$ cat config.mk
export PLATFORM = sky130hd
export DESIGN_NAME = multi_alarm_clock
export DESIGN_NICKNAME = d
export VERILOG_FILES = /design/src/rtl/multi_alarm_clock.sv
export SDC_FILE = /design/constraint.sdc
export NUM_CORES = 1
export LEC_CHECK = 0
export CAP_MARGIN = 10
export CORE_MARGIN = 10
export CORE_UTILIZATION = 50
export CTS_BUF_LIST = sky130_fd_sc_hd__clkbuf_8 sky130_fd_sc_hd__clkbuf_16
export DETAILED_ROUTE_END_ITERATION = 7
export PLACE_DENSITY = 0.66
export REMOVE_ABC_BUFFERS = 1
export SLEW_MARGIN = 15
export SYNTH_ARGS = -nofsm -noshare
export SYNTH_HDL_FRONTEND = slang
export SYNTH_SLANG_ARGS = --single-unit
$ cat constraint.sdc
create_clock -name clk -period 7.8 [get_ports clk]
set_clock_uncertainty 0.1 [all_clocks]
set_input_delay 1.17 -clock clk [delete_from_list [all_inputs] [get_ports clk]]
set_output_delay 1.17 -clock clk [all_outputs]
set_load 0.02 [all_outputs]
$ cat src/rtl/multi_alarm_clock.sv
// multi_alarm_clock: BCD 24-hour time-of-day counter with NUM_ALARMS independent
// alarm channels (arm/disarm, snooze, auto-stop). All outputs are registered.
//
//   state      | meaning
//   ST_IDLE    | channel disarmed, never rings
//   ST_ARMED   | waits for time to roll onto stored alarm H:M:00
//   ST_RINGING | requesting buzzer; auto-stop minute timer running
//   ST_SNOOZED | waits for time to roll onto snooze target H:M:00
module multi_alarm_clock #(
    parameter int  NUM_ALARMS   = 4,
    parameter int  TICK_DIV     = 10,
    parameter int  SNOOZE_MIN   = 5,
    parameter int  RING_MAX_MIN = 2,
    localparam int SEL_W        = (NUM_ALARMS > 1) ? $clog2(NUM_ALARMS) : 1
) (
    input  logic             clk,
    input  logic             reset,
    input  logic [1:0]       H_in1,
    input  logic [3:0]       H_in0,
    input  logic [3:0]       M_in1,
    input  logic [3:0]       M_in0,
    input  logic             LD_time,
    input  logic             LD_alarm,
    input  logic [SEL_W-1:0] AL_SEL,
    input  logic             AL_ON,
    input  logic             STOP_al,
    input  logic             SNOOZE,
    output logic             Alarm,
    output logic [SEL_W-1:0] Alarm_id,
    output logic             load_err,
    output logic [1:0]       H_out1,
    output logic [3:0]       H_out0,
    output logic [3:0]       M_out1,
    output logic [3:0]       M_out0,
    output logic [3:0]       S_out1,
    output logic [3:0]       S_out0
);
    typedef enum logic [1:0] {ST_IDLE, ST_ARMED, ST_RINGING, ST_SNOOZED} ch_state_e;

    localparam int PW = (TICK_DIV > 1) ? $clog2(TICK_DIV) : 1;
    localparam logic [5:0] RING_CNT = 6'(RING_MAX_MIN);

    logic [PW-1:0] presc_q, presc_d;
    logic [1:0]    h1_q, h1_d, inc_h1;
    logic [3:0]    h0_q, h0_d, inc_h0, m1_q, m1_d, inc_m1, m0_q, m0_d, inc_m0;
    logic [3:0]    s1_q, s1_d, inc_s1, s0_q, s0_d, inc_s0;

    ch_state_e     st_q    [NUM_ALARMS];
    ch_state_e     st_d    [NUM_ALARMS];
    logic [13:0]   alarm_q [NUM_ALARMS];
    logic [13:0]   alarm_d [NUM_ALARMS];
    logic [13:0]   snz_q   [NUM_ALARMS];
    logic [13:0]   snz_d   [NUM_ALARMS];
    logic [5:0]    ring_q  [NUM_ALARMS];
    logic [5:0]    ring_d  [NUM_ALARMS];

    logic             buzz_q, buzz_d, err_q, err_d;
    logic [SEL_W-1:0] buzz_id_q, buzz_id_d;

    logic        in_valid, sel_ok, ld_time_ok, ld_alarm_ok, tick, min_roll;
    logic [13:0] hm_in, next_hm, snooze_hm;

    // Current H:M plus the snooze length, wrapping through midnight.
    function automatic logic [13:0] add_snooze(input logic [13:0] hm);
        int h;
        int m;
        h = int'(hm[13:12]) * 10 + int'(hm[11:8]);
        m = int'(hm[7:4]) * 10 + int'(hm[3:0]) + SNOOZE_MIN;
        if (m >= 60) begin
            m = m - 60;
            h = h + 1;
        end
        if (h >= 24) h = h - 24;
        return {2'(h / 10), 4'(h % 10), 4'(m / 10), 4'(m % 10)};
    endfunction

    assign hm_in      = {H_in1, H_in0, M_in1, M_in0};
    assign in_valid   = (H_in0 <= 4'd9) && (M_in0 <= 4'd9) && (M_in1 <= 4'd5) &&
                        ((H_in1 < 2'd2) || ((H_in1 == 2'd2) && (H_in0 <= 4'd3)));
    assign sel_ok     = int'(AL_SEL) < NUM_ALARMS;
    // LD_time has priority: a simultaneous alarm load is silently dropped.
    assign ld_time_ok  = LD_time && in_valid;
    assign ld_alarm_ok = LD_alarm && !LD_time && in_valid && sel_ok;
    assign err_d       = (LD_time && !in_valid) || (LD_alarm && !LD_time && !(in_valid && sel_ok));

    assign tick      = (presc_q == PW'(TICK_DIV - 1)) && !ld_time_ok;
    // Matches only happen when a tick rolls seconds from 59 to 00, so LD_time can never ring.
    assign min_roll  = tick && (s0_q == 4'd9) && (s1_q == 4'd5);
    assign next_hm   = {inc_h1, inc_h0, inc_m1, inc_m0};
    assign snooze_hm = add_snooze({h1_q, h0_q, m1_q, m0_q});

    // Time plus one second, BCD with cascaded carries and 23:59:59 wrap.
    always_comb begin
        inc_s0 = s0_q + 4'd1;
        inc_s1 = s1_q;
        inc_m0 = m0_q;
        inc_m1 = m1_q;
        inc_h0 = h0_q;
        inc_h1 = h1_q;
        if (s0_q == 4'd9) begin
            inc_s0 = 4'd0;
            if (s1_q == 4'd5) begin
                inc_s1 = 4'd0;
                if (m0_q == 4'd9) begin
                    inc_m0 = 4'd0;
                    if (m1_q == 4'd5) begin
                        inc_m1 = 4'd0;
                        if ((h1_q == 2'd2) && (h0_q == 4'd3)) begin
                            inc_h1 = 2'd0;
                            inc_h0 = 4'd0;
                        end else if (h0_q == 4'd9) begin
                            inc_h0 = 4'd0;
                            inc_h1 = h1_q + 2'd1;
                        end else begin
                            inc_h0 = h0_q + 4'd1;
                        end
                    end else begin
                        inc_m1 = m1_q + 4'd1;
                    end
                end else begin
                    inc_m0 = m0_q + 4'd1;
                end
            end else begin
                inc_s1 = s1_q + 4'd1;
            end
        end
    end

    // Next prescaler and time: a valid LD_time reloads, otherwise advance on tick.
    always_comb begin
        presc_d = (presc_q == PW'(TICK_DIV - 1)) ? '0 : presc_q + PW'(1);
        {h1_d, h0_d, m1_d, m0_d, s1_d, s0_d} = {h1_q, h0_q, m1_q, m0_q, s1_q, s0_q};
        if (ld_time_ok) begin
            presc_d = '0;
            {h1_d, h0_d, m1_d, m0_d} = hm_in;
            {s1_d, s0_d} = 8'h00;
        end else if (tick) begin
            {h1_d, h0_d, m1_d, m0_d, s1_d, s0_d} = {inc_h1, inc_h0, inc_m1, inc_m0, inc_s1, inc_s0};
        end
    end

    // Time-of-day and output registers.
    always_ff @(posedge clk or posedge reset) begin
        if (reset) begin
            presc_q   <= '0;
            {h1_q, h0_q, m1_q, m0_q, s1_q, s0_q} <= '0;
            buzz_q    <= 1'b0;
            buzz_id_q <= '0;
            err_q     <= 1'b0;
        end else begin
            presc_q   <= presc_d;
            {h1_q, h0_q, m1_q, m0_q, s1_q, s0_q} <= {h1_d, h0_d, m1_d, m0_d, s1_d, s0_d};
            buzz_q    <= buzz_d;
            buzz_id_q <= buzz_id_d;
            err_q     <= err_d;
        end
    end

    // Channel state registers.
    always_ff @(posedge clk or posedge reset) begin
        if (reset) begin
            for (int i = 0; i < NUM_ALARMS; i++) begin
                st_q[i]    <= ST_IDLE;
                alarm_q[i] <= '0;
                snz_q[i]   <= '0;
                ring_q[i]  <= '0;
            end
        end else begin
            for (int i = 0; i < NUM_ALARMS; i++) begin
                st_q[i]    <= st_d[i];
                alarm_q[i] <= alarm_d[i];
                snz_q[i]   <= snz_d[i];
                ring_q[i]  <= ring_d[i];
            end
        end
    end

    // Per-channel next state; buzzer outputs are derived from next state so they
    // change on the same edge as the time that caused them.
    always_comb begin
        buzz_d    = 1'b0;
        buzz_id_d = '0;
        for (int i = 0; i < NUM_ALARMS; i++) begin
            st_d[i]    = st_q[i];
            alarm_d[i] = alarm_q[i];
            snz_d[i]   = snz_q[i];
            ring_d[i]  = ring_q[i];
            if (ld_alarm_ok && (int'(AL_SEL) == i)) begin
                alarm_d[i] = hm_in;
                st_d[i]    = AL_ON ? ST_ARMED : ST_IDLE;
            end else begin
                case (st_q[i])
                    ST_ARMED: begin
                        if (min_roll && (next_hm == alarm_q[i])) begin
                            st_d[i]   = ST_RINGING;
                            ring_d[i] = RING_CNT;
                        end
                    end
                    ST_RINGING: begin
                        if (STOP_al) begin
                            st_d[i] = ST_ARMED;
                        end else if (SNOOZE) begin
                            st_d[i]  = ST_SNOOZED;
                            snz_d[i] = snooze_hm;
                        end else if (min_roll) begin
                            if (ring_q[i] == 6'd1) st_d[i] = ST_ARMED;
                            else ring_d[i] = ring_q[i] - 6'd1;
                        end
                    end
                    ST_SNOOZED: begin
                        if (STOP_al) begin
                            st_d[i] = ST_ARMED;
                        end else if (min_roll && (next_hm == snz_q[i])) begin
                            st_d[i]   = ST_RINGING;
                            ring_d[i] = RING_CNT;
                        end
                    end
                    default: st_d[i] = st_q[i];
                endcase
            end
        end
        for (int i = NUM_ALARMS - 1; i >= 0; i--) begin
            if (st_d[i] == ST_RINGING) begin
                buzz_d    = 1'b1;
                buzz_id_d = SEL_W'(i);
            end
        end
    end

    assign Alarm    = buzz_q;
    assign Alarm_id = buzz_id_q;
    assign load_err = err_q;
    assign H_out1   = h1_q;
    assign H_out0   = h0_q;
    assign M_out1   = m1_q;
    assign M_out0   = m0_q;
    assign S_out1   = s1_q;
    assign S_out0   = s0_q;
endmodule

==> results_dict.tcl <==
set metrics [dict create \
    synth_seq_cells 174 \
    fin_crit_sh_pct 93.9 \
    startpoint_type "register" \
    stdcell_count 1706 \
    gp_congestion 0.874 \
    ys_seq_area_share_pct 36.3 \
    critPathMaxFanout 9 \
    setup_ws_ps 474 \
    grt_max_degree 100 \
    ys.flop_type "dfrtp_1" \
    critical_path.max_stage_delay_ps 580 \
    clockBufferDepth 2 \
    hold_path_class "reg -> reg" \
    dp_cells 1673 \
    drc_errors 0 \
    fp-row-count 56 \
    ys_warn_count 0 \
    critical_path_class "reg -> reg" \
    clock_latency_ps 430 \
    synth.area.top_cells "dfrtp_1, xnor2_1, mux2_2" \
    drive_above_1_share_pct 13.8 \
    synth_cell_types 90 \
    core_sq_um 23500 \
    dp_hpwl_mm 21.9 \
    synth-edff-count 0 \
    setup_tns_ps 0 \
    finalWirelength_mm 30.6 \
    hold_viol_final 0 \
    viasPerCell 5.77 \
    status "finished, final reports clean" \
    end_kind "register" \
    port_buffers 48 \
    grt_pass1_vias 9438 \
    busiest_layer "met2" \
    drt_pass1_iterations 5 \
    drv_slew 0 \
    yosys.area.top_type "dfrtp_1" \
    start_util_pct 51.0 \
    synthesis.area_sq_um 12000 \
    synth_cells 1322 \
    crit_arrival_ps 7490 \
    cts_tree "yes" \
    crit_required_ps 7970 \
    numClockSinks 174 \
    crit_path_frequent_cell "ha_1" \
    wl_per_cell_um 17.9 \
    cp_top_family "compound AO/OA/AOI/OAI gates" \
    use_met2_pct 32.3 \
    syn_area_per_cell_sq_um 9.08 \
    final_antenna_net_count 0 \
    dr_total_vias 9844 \
    die_x_um 175 \
    syn_to_final_growth_pct 14.0 \
    synth_top_cell_area_share_pct 36.3 \
    cts_max_level 4 \
    io_pins 49 \
    met3_usage_pct 2.80 \
    cts_root_buf "clkbuf_16" \
    async_reset_ff_share_pct 100 \
    cts_buffers 17 \
    dpl_worst_slack_ps -177 \
    layout_min_cycle_time_ps 7330 \
    drt_iter0_markers 793 \
    cp_num_buf_inv 2 \
    diodes 0 \
    place_area_sq_um 12900 \
    nets 1448 \
    dieArea_sq_um 30600 \
    rsz0062_at_grt "no" \
    grt_pass1_wl_mm 50.3 \
    fmax_ghz 0.137 \
    path_clk_slew_ps 70 \
    use_met1_pct 27.3 \
    tightestPinTransition_ps 1070 \
    cpMaxStageDelayCell "or4_4" \
    die_y_um 175 \
    relSlewSlack_pct 26.6 \
    setup_violations 0 \
    finalInstanceArea_sq_um 13700 \
    grt_use_total_pct 19.9 \
    antenna_found_initial 0 \
    overflow 0 \
    drv_cap 0 \
]
[stage by stage]
| step | hold WS [ps] | utilization [%] |
|---|---|---|
| after floorplan | 346 | - |
| after global placement | 367 | 55.0 |
| after detailed placement | 370 | 55.0 |
| after CTS | 380 | 57.7 |
| after global routing | 418 | 58.1 |
| final | 375 | 58.1 |
[flip-flops by register name (all words and copies together), names as in the netlist]
name and cells:
presc_q 4, st_q 8, S_out1 4, snz_q 56, alarm_q 56, H_out1 2
S_out0 4, M_out0 4, Alarm_id 2, ring_q 24, H_out0 4, load_err 1
M_out1 4, Alarm 1
[layer usage]
metal	wire length [um]	vias up	share of wire, %
met2	14300	191	47
met3	1100	34	3.6
met4	501	0	1.6
met1	14700	4779	48
met5	0	-	0
li1	-	4840	-
[layout by cell type (no fill, tap or decap), drive strengths merged, types with 16 or more instances in the layout]
| cell | n |
|---|---|
| a21oi | 69 |
| nand4 | 19 |
| nor2 | 83 |
| buf | 40 |
| nand2 | 149 |
| inv | 42 |
| nor4 | 25 |
| nand3 | 28 |
| nand2b | 16 |
| xor2 | 51 |
| o21ai | 137 |
| nor3 | 44 |
| dfrtp | 174 |
| ha | 48 |
| clkdlybuf4s50 | 48 |
| clkbuf | 20 |
| xnor2 | 103 |
| mux2i | 23 |
| mux2 | 60 |
[worst reg2reg max path: cells and delay by family (launching register included)]
family	cells	cell delay, ps
AND/OR/NAND/NOR	6	1580
AO/OA/AOI/OAI	10	2240
buffers and inverters	2	290
adder cells (fa/ha/maj)	6	1590
flip-flops	1	390
XOR/XNOR	4	880
multiplexers	1	100
[path summary, 6_finish.rpt]
path                       startpoint         end  slack, ps  cells past startpoint
max reg2reg                 M_out1[1]   snz_q[24]        470                     29
min                        ring_q[23]  ring_q[23]        380                      1
max in group asynchronous       reset   H_out1[1]       4830                      3
min in group asynchronous       reset  presc_q[2]       1200                      2
max                         M_out1[1]   snz_q[24]        470                     29
min reg2reg                ring_q[23]  ring_q[23]        380                      1
[cell type report]
class,count,area [sq um]
clock buffers,20,467
clock inverters,12,159
fillers,2130,9860
inverters,40,155
multi-input cells,1053,7360
flip-flops and latches,174,4350
well taps,319,399
repair buffers,88,781
[cell families after synthesis]
| group | after synthesis | synth area share [%] |
|---|---|---|
| AO/OA/AOI/OAI | 330 | 18.1 |
| XOR/XNOR | 154 | 11.4 |
| flip-flops | 174 | 36.3 |
| AND/OR/NAND/NOR | 433 | 17.7 |
| adder cells (fa/ha/maj) | 52 | 5.59 |
| multiplexers | 83 | 7.61 |
| buffers and inverters | 95 | 3.21 |
| other | 1 | 0.0312 |
[synth_stat cells, types with 21 or more instances]
master,n
nor2_1,83
nor4_1,21
xor2_1,49
xnor2_1,102
mux2_2,57
clkbuf_1,44
a21oi_1,63
nand2_1,148
o21ai_0,120
nor3_1,44
inv_1,38
nand3_1,27
mux2i_1,22
dfrtp_1,174
ha_1,48
[repair_timing]
action / 4_1_cts / 5_1_grt
pin swaps: 2 / 2
buffers inserted: 1 / 0
hold buffers: 0 / 0
setup endpoints to repair: 12 / 16
cloned: 0 / 0
resized for setup: 2 / 15
Power is not shown: default switching activity piles up to over one toggle a cycle in this logic, so the estimate is an artifact.
